`src/rtl/sw_btn_reader.sv`:
```
// rtl/sw_btn_reader.sv - switch/button input controller: sync, debounce, sticky button events, read decode
// Optional build macro SW_BTN_IRQ_EN: when defined, irq is asserted while any button event is pending.
module sw_btn_reader #(
    parameter int DB_CNT = 100000,
    parameter int CNT_W  = 17
) (
    input  logic        clk,
    input  logic        rstn,
    input  logic [15:0] sw,
    input  logic [4:0]  btn,
    input  logic        en,
    input  logic        sw_ctrl,
    input  logic        btn_ctrl,
    output logic [31:0] read_data,
    output logic        irq
);

    localparam logic [CNT_W-1:0] CNT_MAX = CNT_W'(DB_CNT - 1);

    // All 21 inputs are handled as one vector: buttons in [20:16], switches in [15:0].
    logic [20:0]      r_sync1;
    logic [20:0]      r_sync2;
    logic [20:0]      r_hist0;
    logic [20:0]      r_hist1;
    logic [20:0]      r_db;
    logic [4:0]       r_btn_event;
    logic [CNT_W-1:0] r_cnt;
    logic [31:0]      r_read_data;

    logic             w_tick;
    logic [20:0]      w_agree;
    logic [20:0]      w_db_next;
    logic [4:0]       w_btn_rise;
    logic             w_rd_sw;
    logic             w_rd_btn;

    assign w_tick = (r_cnt == CNT_MAX);

    // A bit settles only when the current sample matches both previous samples.
    assign w_agree    = ~(r_sync2 ^ r_hist0) & ~(r_sync2 ^ r_hist1);
    assign w_db_next  = (w_agree & r_sync2) | (~w_agree & r_db);
    assign w_btn_rise = {5{w_tick}} & w_db_next[20:16] & ~r_db[20:16];

    // Switch select takes priority, so a combined select never clears events.
    assign w_rd_sw  = en & sw_ctrl;
    assign w_rd_btn = en & ~sw_ctrl & btn_ctrl;

    // Two-flop synchronizer for every raw input.
    always_ff @(posedge clk or negedge rstn) begin
        if (!rstn) begin
            r_sync1 <= '0;
            r_sync2 <= '0;
        end else begin
            r_sync1 <= {btn, sw};
            r_sync2 <= r_sync1;
        end
    end

    // Free-running prescaler that produces one debounce tick per period.
    always_ff @(posedge clk or negedge rstn) begin
        if (!rstn) begin
            r_cnt <= '0;
        end else if (w_tick) begin
            r_cnt <= '0;
        end else begin
            r_cnt <= r_cnt + CNT_W'(1);
        end
    end

    // Sample history and debounced levels advance only on the tick.
    always_ff @(posedge clk or negedge rstn) begin
        if (!rstn) begin
            r_hist0 <= '0;
            r_hist1 <= '0;
            r_db    <= '0;
        end else if (w_tick) begin
            r_hist0 <= r_sync2;
            r_hist1 <= r_hist0;
            r_db    <= w_db_next;
        end
    end

    // Sticky press events; a rise on the clearing edge survives the clear.
    always_ff @(posedge clk or negedge rstn) begin
        if (!rstn) begin
            r_btn_event <= '0;
        end else begin
            r_btn_event <= (w_rd_btn ? 5'b0 : r_btn_event) | w_btn_rise;
        end
    end

    // Registered read port; holds its value between strobes.
    always_ff @(posedge clk or negedge rstn) begin
        if (!rstn) begin
            r_read_data <= '0;
        end else if (en) begin
            if (w_rd_sw) begin
                r_read_data <= {16'b0, r_db[15:0]};
            end else if (w_rd_btn) begin
                r_read_data <= {19'b0, r_btn_event, 3'b0, r_db[20:16]};
            end else begin
                r_read_data <= '0;
            end
        end
    end

    assign read_data = r_read_data;

`ifdef SW_BTN_IRQ_EN
    logic r_irq;

    // Interrupt follows the pending-event vector one cycle later.
    always_ff @(posedge clk or negedge rstn) begin
        if (!rstn) begin
            r_irq <= 1'b0;
        end else begin
            r_irq <= |r_btn_event;
        end
    end

    assign irq = r_irq;
`else
    assign irq = 1'b0;
`endif

endmodule

```
`config.mk`:
```
export PLATFORM = sky130hd
export DESIGN_NAME = sw_btn_reader
export DESIGN_NICKNAME = d
export VERILOG_FILES = /design/src/rtl/sw_btn_reader.sv
export SDC_FILE = /design/constraint.sdc
export NUM_CORES = 1
export LEC_CHECK = 0
export BUFFER_PORTS_ARGS = -buffer_cell sky130_fd_sc_hd__clkbuf_2
export CORE_ASPECT_RATIO = 0.6
export CORE_UTILIZATION = 38
export DETAILED_ROUTE_END_ITERATION = 8
export PLACE_DENSITY = 0.66
export SETUP_SLACK_MARGIN = 0.2
export SLEW_MARGIN = 30
export SYNTH_ARGS = -nofsm -noshare
export SYNTH_HDL_FRONTEND = slang
export SYNTH_SLANG_ARGS = --single-unit
```
`constraint.sdc`:
```
create_clock -name clk -period 2.1 [get_ports clk]
set_input_delay 0.105 -clock clk [delete_from_list [all_inputs] [get_ports clk]]
set_output_delay 0.105 -clock clk [all_outputs]
set_load 0.02 [all_outputs]
```
* Word-level counts from Yosys, hierarchy flattened
Index checks and enable logic that the tools add are counted.
** Storage, ports and cells
- Logic and storage cells :: 31
- Bits of input ports :: 26
- Output and inout bits :: 33
- Register bits after elaboration :: 159
** Cells by class
- Bitwise logic cells :: 17
- Mux-type cells :: 4
- $add $sub $neg :: 1
- Equal/unequal tests :: 1
** Operators by type and width (number)
- bitwise AND 21 bit :: 3
- NOT 21 bit :: 3
- XOR 21 bit :: 2
- 2-to-1 mux 32 bit :: 1
- OR 21 bit :: 1
- adder 17 x 1 -> 17 bit (second input constant) :: 1
- == test 17 bit (second input constant) :: 1
- 2-to-1 mux 17 bit :: 1
- 2-to-1 mux 13 bit :: 1
- bitwise AND 5 bit :: 2
- 2-to-1 mux 5 bit :: 1
- NOT 5 bit :: 1
- OR 5 bit :: 1
- bitwise AND 1 bit :: 3
- NOT 1 bit :: 1

* Depth between registers and ports, before layout
Gate-level depths: netlist of run 1.
- Depth in word-level cells :: 9
- Depth in mapped cells :: 8
- Depth with buffers taken out :: 5

* Worst setup path after synthesis of run 1
Ideal clock, no wire load.
- Path kind :: reg2reg
- Start :: register r_cnt[0]
- End :: register r_hist0[0]
- Stages on the path, launching flop included :: 9
- Path slack :: 0.430 ns
- Clock period less this slack :: 1.670 ns
- Library setup time :: 0.117 ns
- Data required time :: 1.983 ns
- Buffers on the path :: 3
- Data arrival time :: 1.553 ns
- Path through :: dfrtp_1 ha_1 and4_1 and4_1 buf_2 buf_4 buf_4 nand2_1 nand2_1
** On the way
- Longest elaborated chain between the ends :: 1
** Ends and longest elaborated chain
- from (decl) :: line 27 : logic [CNT_W-1:0] r_cnt;
- from (signal assigned) :: line 66 : r_cnt <= r_cnt + CNT_W'(1);
- == test 17 bit :: line 37 : assign w_tick = (r_cnt == CNT_MAX);
- to (signal assigned) :: line 77 : r_hist0 <= r_sync2;
- to (decl) :: line 23 : logic [20:0] r_hist0;
No other way between the ends.
A chain may end at the register's enable or synchronous reset.

* Final worst setup path of run 1
- Start :: register r_cnt[0]
- End :: register r_db[19]
** On the way
- Longest elaborated chain between the ends :: 1
** Ends and longest elaborated chain
- == test 17 bit :: line 37
- to (signal assigned) :: line 79 : r_db <= w_db_next;
- to (decl) :: line 25 : logic [20:0] r_db;
No other way between the ends.

==> flow_summary_export.csv, run 1 <==
group,metric,value,unit
run_status,status,"completed",
power_and_ir_drop,p_leak,3.17,nW
global_routing,grt_usage,0.171,
timing,final-setup-viol-count,0,
cts,cts_tree,"built",
place,placed_area,5910,µm²
floorplan,dieArea,15100,µm²
place,io_buffers,41,
place,gp_congestion,0.741,
run,drv_cap,0,
cts,cts_buffers,17,
floorplan,io_pins,59,
global_routing,grt_pass1_wl,19400,µm
routing,vias,4054,
routing,ant_nets,0,
floorplan,dieHeight,95.5,µm
floorplan,initial_core_util,0.398,
timing,skew,0.00952,ns
cts,max-clock-path-buffers,2,
place,dp.cells,757,
finish,layoutNonFillerInstCount,813,
logic_synthesis,yosysWarnings,0,
global_routing,first_global_vias,4010,
power_and_ir_drop,vdd_drop_max,0.367,mV
worst_setup_path,rr_worst_depth,6,
routing,totalWireLength,11700,µm
cts,h-tree-depth,4,
finish,nFillCells,1260,
cts,clk_pin_slew_worst_paths,0.06,ns
worst_setup_path,path_class,"flop to flop",
finish,fin_area,6780,µm²
finish,final_nets,635,
timing,rsz0062_at_grt,"true",
finish,antennaDiodeCount,0,
worst_setup_path,start_kind,"flop",
logic_synthesis,syn_area,5540,µm²
logic_synthesis,yosysSeqAreaShare,0.646,
worst_setup_path,reg2reg_to,"r_db[19]",
cts,clk-insertion-delay-late,0.41,ns
timing,slew_violations,0,
finish,mostFrequentLayoutCell,"nand2_1",
routing,vias_per_cell,4.99,
global_routing,antenna_found_initial,0,
cts,cts.sinks,143,
floorplan,row_count,33,
cts,cts_root_buffer,"clkbuf_16",
timing,period_needed,1.84,ns
worst_setup_path,path_max_fanout,24,
timing,fin_setup_tns,0,ns
power_and_ir_drop,powerDensity,875,nW/µm²
logic_synthesis,synth_area_per_cell,10.2,µm²
timing,timing.fmax,544,MHz
worst_setup_path,crit_required,2.38,ns
timing,hold_viol,0,
finish,syn2layout_area_growth,22.5,%
worst_setup_path,arrival,2.12,ns
logic_synthesis,ys_types,28,
logic_synthesis,postSynthCellCount,541,
routing,drc_errors,0,
floorplan,die-width,158,µm
timing,min_period_over_period,0.876,
min_path,hold_path_depth,2,
worst_setup_path,regToRegSetupSlack,0.26,ns
logic_synthesis,synth-seq-cells,143,
routing,wl_per_cell,14.4,µm
finish,drive_above_1_share,0.143,
finish,layout_common_cells,"nand2_1 (154), dfrtp_1 (143), nor2_1 (50)",
min_path,holdCritStartpoint,"en",
min_path,holdPathEnd,"read_data[11]",
routing,drt_iter0_markers,257,
worst_setup_path,worstReg2RegStart,"r_cnt[0]",
global_routing,overflow,0,
global_routing,grt_max_degree,55,
finish,utilization,0.487,
min_path,min_path_type,"input port to flop",
place,dp_hpwl,6980,µm
routing,dr.pass1.iters,5,
worst_setup_path,endpoint_kind,"flop",
floorplan,core-area,13900,µm²
-- synthesized netlist by cell type (all sizes together) --
cell type / count / area (µm²)
a21oi: 21 / 105
a31oi: 21 / 131
and2: 3 / 18.8
and4: 3 / 26.3
and4b: 1 / 10.0
buf: 26 / 190
clkbuf: 13 / 48.8
conb: 1 / 3.75
dfrtp: 143 / 3580
ha: 1 / 12.5
inv: 6 / 22.5
nand2: 154 / 578
nand2b: 5 / 31.3
nand3: 11 / 55.1
nand3b: 1 / 7.51
nand4: 6 / 43.8
nor2: 50 / 188
nor3: 23 / 115
nor4: 23 / 144
nor4b: 2 / 38.8
o21ai: 12 / 60.1
or3: 1 / 6.26
xnor2: 12 / 105
xor2: 2 / 17.5
-- per-stage QoR --
stage | hold slack (ns) | power (mW) | setup WS [ns]
6_report | 0.120 | 5.93 | 0.261
5_1_grt | 0.154 | 6.17 | 0.135
4_1_cts | 0.115 | 6.00 | 0.227
3_5_place_dp | 0.0924 | 3.09 | 0.201
3_3_place_gp | 0.0866 | 3.08 | 0.325
2_1_floorplan | -0.191 | 2.99 | 0.430
-- kinds of logic after synthesis --
kind of cell               share of synthesized area
AOI/OAI and AO/OA                             0.0535
xor gates and xnor gates                      0.0221
adders and majority gates                    0.00226
buffers and inverters                         0.0472
DFF                                            0.646
other                                       0.000677
and+or+nand+nor                                0.228
-- report_power, final --
| group | switching, mW | total, mW | internal [mW] |
|---|---|---|---|
| combinational | 0.148 | 0.221 | 0.0732 |
| sequential | 0.0362 | 2.85 | 2.81 |
| clock | 1.16 | 2.86 | 1.70 |
| total | 1.34 | 5.93 | 4.59 |
-- worst max-delay path by stage --
stage | slack [ns] | cells past startpoint | end | start
finish | 0.26 | 6 | r_db[19] | r_cnt[0]
global route | 0.14 | 6 | r_db[18] | r_cnt[0]
CTS | 0.23 | 6 | r_db[19] | r_cnt[0]
detailed placement | 0.20 | 6 | flop | r_cnt[0]
global placement | 0.32 | 6 | flop | r_cnt[0]
floorplan | 0.43 | 8 | r_hist0[0] | r_cnt[0]
-- worst max-delay path: stages (launching register included) --
cell and delay [ns]:
dfrtp_1 0.41, ha_2 0.24, and4_1 0.27, nand4_2 0.17, buf_4 0.26, nor4_1 0.25, nor3_1 0.10
-- final cells by class --
class,instances,area [µm²],share of cell area
flip-flops and latches,143,3580,0.528
multi-input cells,369,1790,0.265
repair buffers,71,579,0.0854
clock buffers,21,460,0.0679
well taps,192,240,0.0354
clock inverters,11,106,0.0157
inverters,6,22.5,0.00332
-- per-layer routing --
| metal | wire (µm) | global-route usage | vias to the layer above |
|---|---|---|---|
| li1 | - | - | 1914 |
| met1 | 5380 | 0.226 | 1998 |
| met2 | 5450 | 0.268 | 129 |
| met3 | 758 | 0.0482 | 13 |
| met4 | 101 | 0.0631 | 0 |
| met5 | 0 | 0 | - |
-- what timing repair did --
item	in CTS	in global routing
setup buffers	0	0
endpoints found under the setup margin	3	63
gates cloned	1	1
resized for setup	0	8
endpoints found under the hold margin	73	0
hold buffers	22	0
(Power assumes the default switching activity.)
==> run 2: changes to the inputs <==
--- a/config.mk
+++ b/config.mk
@@ -7,6 +7,7 @@
 export LEC_CHECK = 0
 export BUFFER_PORTS_ARGS = -buffer_cell sky130_fd_sc_hd__clkbuf_2
 export CORE_ASPECT_RATIO = 0.6
+export CORE_MARGIN = 1
 export CORE_UTILIZATION = 38
 export DETAILED_ROUTE_END_ITERATION = 8
 export PLACE_DENSITY = 0.66
==> constraint.sdc (replaced) <==
create_clock -name clk -period 2 [get_ports clk]
set_input_delay 0.1 -clock clk [delete_from_list [all_inputs] [get_ports clk]]
set_output_delay 0.1 -clock clk [all_outputs]
set_load 0.02 [all_outputs]
==> flow_summary_export.csv, run 2 (synthesis results as in run 1) <==
group,metric,value,unit
run_status,status,"completed",
cts,cts.sinks,143,
cts,clk-insertion-delay-late,0.42,ns
cts,cts_tree,"built",
timing,fin_setup_tns,0,ns
worst_setup_path,worstReg2RegStart,"r_cnt[11]",
routing,vias_per_cell,4.91,
floorplan,dieHeight,95.5,µm
cts,cts_root_buffer,"clkbuf_16",
worst_setup_path,start_kind,"flop",
power_and_ir_drop,powerDensity,891,nW/µm²
floorplan,dieArea,15100,µm²
floorplan,core-area,13900,µm²
floorplan,initial_core_util,0.398,
routing,dr.pass1.iters,5,
place,io_buffers,41,
timing,skew,0.00974,ns
worst_setup_path,endpoint_kind,"flop",
worst_setup_path,cp-startpoint,"r_cnt[11]",
cts,max-clock-path-buffers,2,
timing,tightest_slew,0.513,ns
timing,rsz0062_at_grt,"false",
timing,hold_viol,0,
power_and_ir_drop,p_total,6.25,mW
worst_setup_path,regToRegSetupSlack,0.27,ns
global_routing,grt_usage,0.160,
worst_setup_path,path_class,"flop to flop",
finish,drive_above_1_share,0.180,
global_routing,antenna_found_initial,0,
cts,cts_buffers,17,
routing,totalWireLength,12000,µm
floorplan,die-width,158,µm
timing,period_needed,1.73,ns
timing,whs,0.0402,ns
finish,final_nets,649,
timing,max-slew-margin-rel,0.658,
worst_setup_path,arrival,2.06,ns
finish,layout_common_cells,"nand2_1 (154), dfrtp_1 (138), nor2_1 (50)",
routing,wl_per_cell,14.5,µm
power_and_ir_drop,p_leak,3.28,nW
routing,drt_iter0_markers,247,
global_routing,grt_pass1_wl,18200,µm
global_routing,grt_max_degree,54,
timing,timing.fmax,578,MHz
routing,drc_errors,0,
routing,ant_nets,0,
timing,slew_violations,0,
place,dp_hpwl,6870,µm
timing,min_period_over_period,0.866,
power_and_ir_drop,vdd_drop_max,0.465,mV
global_routing,overflow,0,
routing,vias,4059,
place,gp_congestion,0.717,
floorplan,row_count,33,
floorplan,io_pins,59,
finish,syn2layout_area_growth,26.7,%
finish,antennaDiodeCount,0,
worst_setup_path,rr_worst_depth,6,
cts,clk_pin_slew_worst_paths,0.06,ns
min_path,min_path_type,"input port to flop",
finish,mostFrequentLayoutCell,"nand2_1",
worst_setup_path,crit_required,2.33,ns
run,drv_cap,0,
global_routing,first_global_vias,3761,
cts,h-tree-depth,4,
worst_setup_path,path_max_fanout,11,
timing,final-setup-viol-count,0,
-- run 2: cell types whose count changed in the layout (fill, tap and decap cells not counted), sizes merged --
cell      change
buf          +11
inv           +3
clkinvlp      -2
clkinv        +1
-- run 2: worst min-delay path by stage --
| stage | startpoint | endpoint | slack (ns) | depth (start not counted) |
|---|---|---|---|---|
| floorplan | rstn | async pin | -0.20 | 0 |
| global placement | rstn | r_sync1[14] | 0.09 | 1 |
| detailed placement | rstn | r_sync2[14] | 0.1 | 1 |
| CTS | en | read_data[4] | 0.01 | 2 |
| global route | en | read_data[2] | 0.04 | 2 |
| finish | en | read_data[4] | 0.04 | 2 |
-- run 2: through the flow --
step	instance area [µm²]	util	cells	setup WS, ns
after floorplan	5600	-	557	0.330
after CTS	6720	0.483	812	0.182
final	7020	0.504	826	0.269
after global placement	5930	0.426	759	0.318
after global routing	7020	0.504	826	0.180
after detailed placement	5930	0.426	759	0.154
-- run 2: power breakdown --
group / total [mW] / internal, mW / switching (mW)
clock: 3.02 / 1.76 / 1.26
sequential: 2.99 / 2.95 / 0.0392
combinational: 0.234 / 0.0782 / 0.156
total: 6.25 / 4.79 / 1.46
-- run 2: area by class of cell --
| class | instances | area, µm² |
|---|---|---|
| Clock buffer | 18 | 439 |
| Clock inverter | 13 | 126 |
| Fill cell | 1246 | 6900 |
| Inverter | 6 | 22.5 |
| Multi-Input combinational cell | 369 | 1850 |
| Sequential cell | 143 | 3580 |
| Tap cell | 192 | 240 |
| Timing Repair Buffer | 85 | 754 |
-- run 2: timing repair --
action | in CTS | in global routing
buffers inserted | 0 | 10
gates resized for setup | 1 | 19
setup endpoints to repair | 9 | 26
pin swaps | 0 | 5
cloned | 0 | 4
hold buffers | 22 | 0
hold endpoints to repair | 71 | 0
-- run 2: critical path, stage by stage (launching register included) --
cell and delay [ns]:
dfrtp_2 0.44, nor4b_4 0.40, and4_4 0.32, buf_12 0.15, buf_12 0.11, a31oi_1 0.07, nor3_1 0.15
-- run 2: metal layers --
layer,GRT usage,vias to the layer above,part of all wire
li1,-,1945,-
met1,0.219,1998,0.49
met2,0.233,103,0.45
met3,0.0573,13,0.053
met4,0.0558,0,0.011
met5,0,-,0
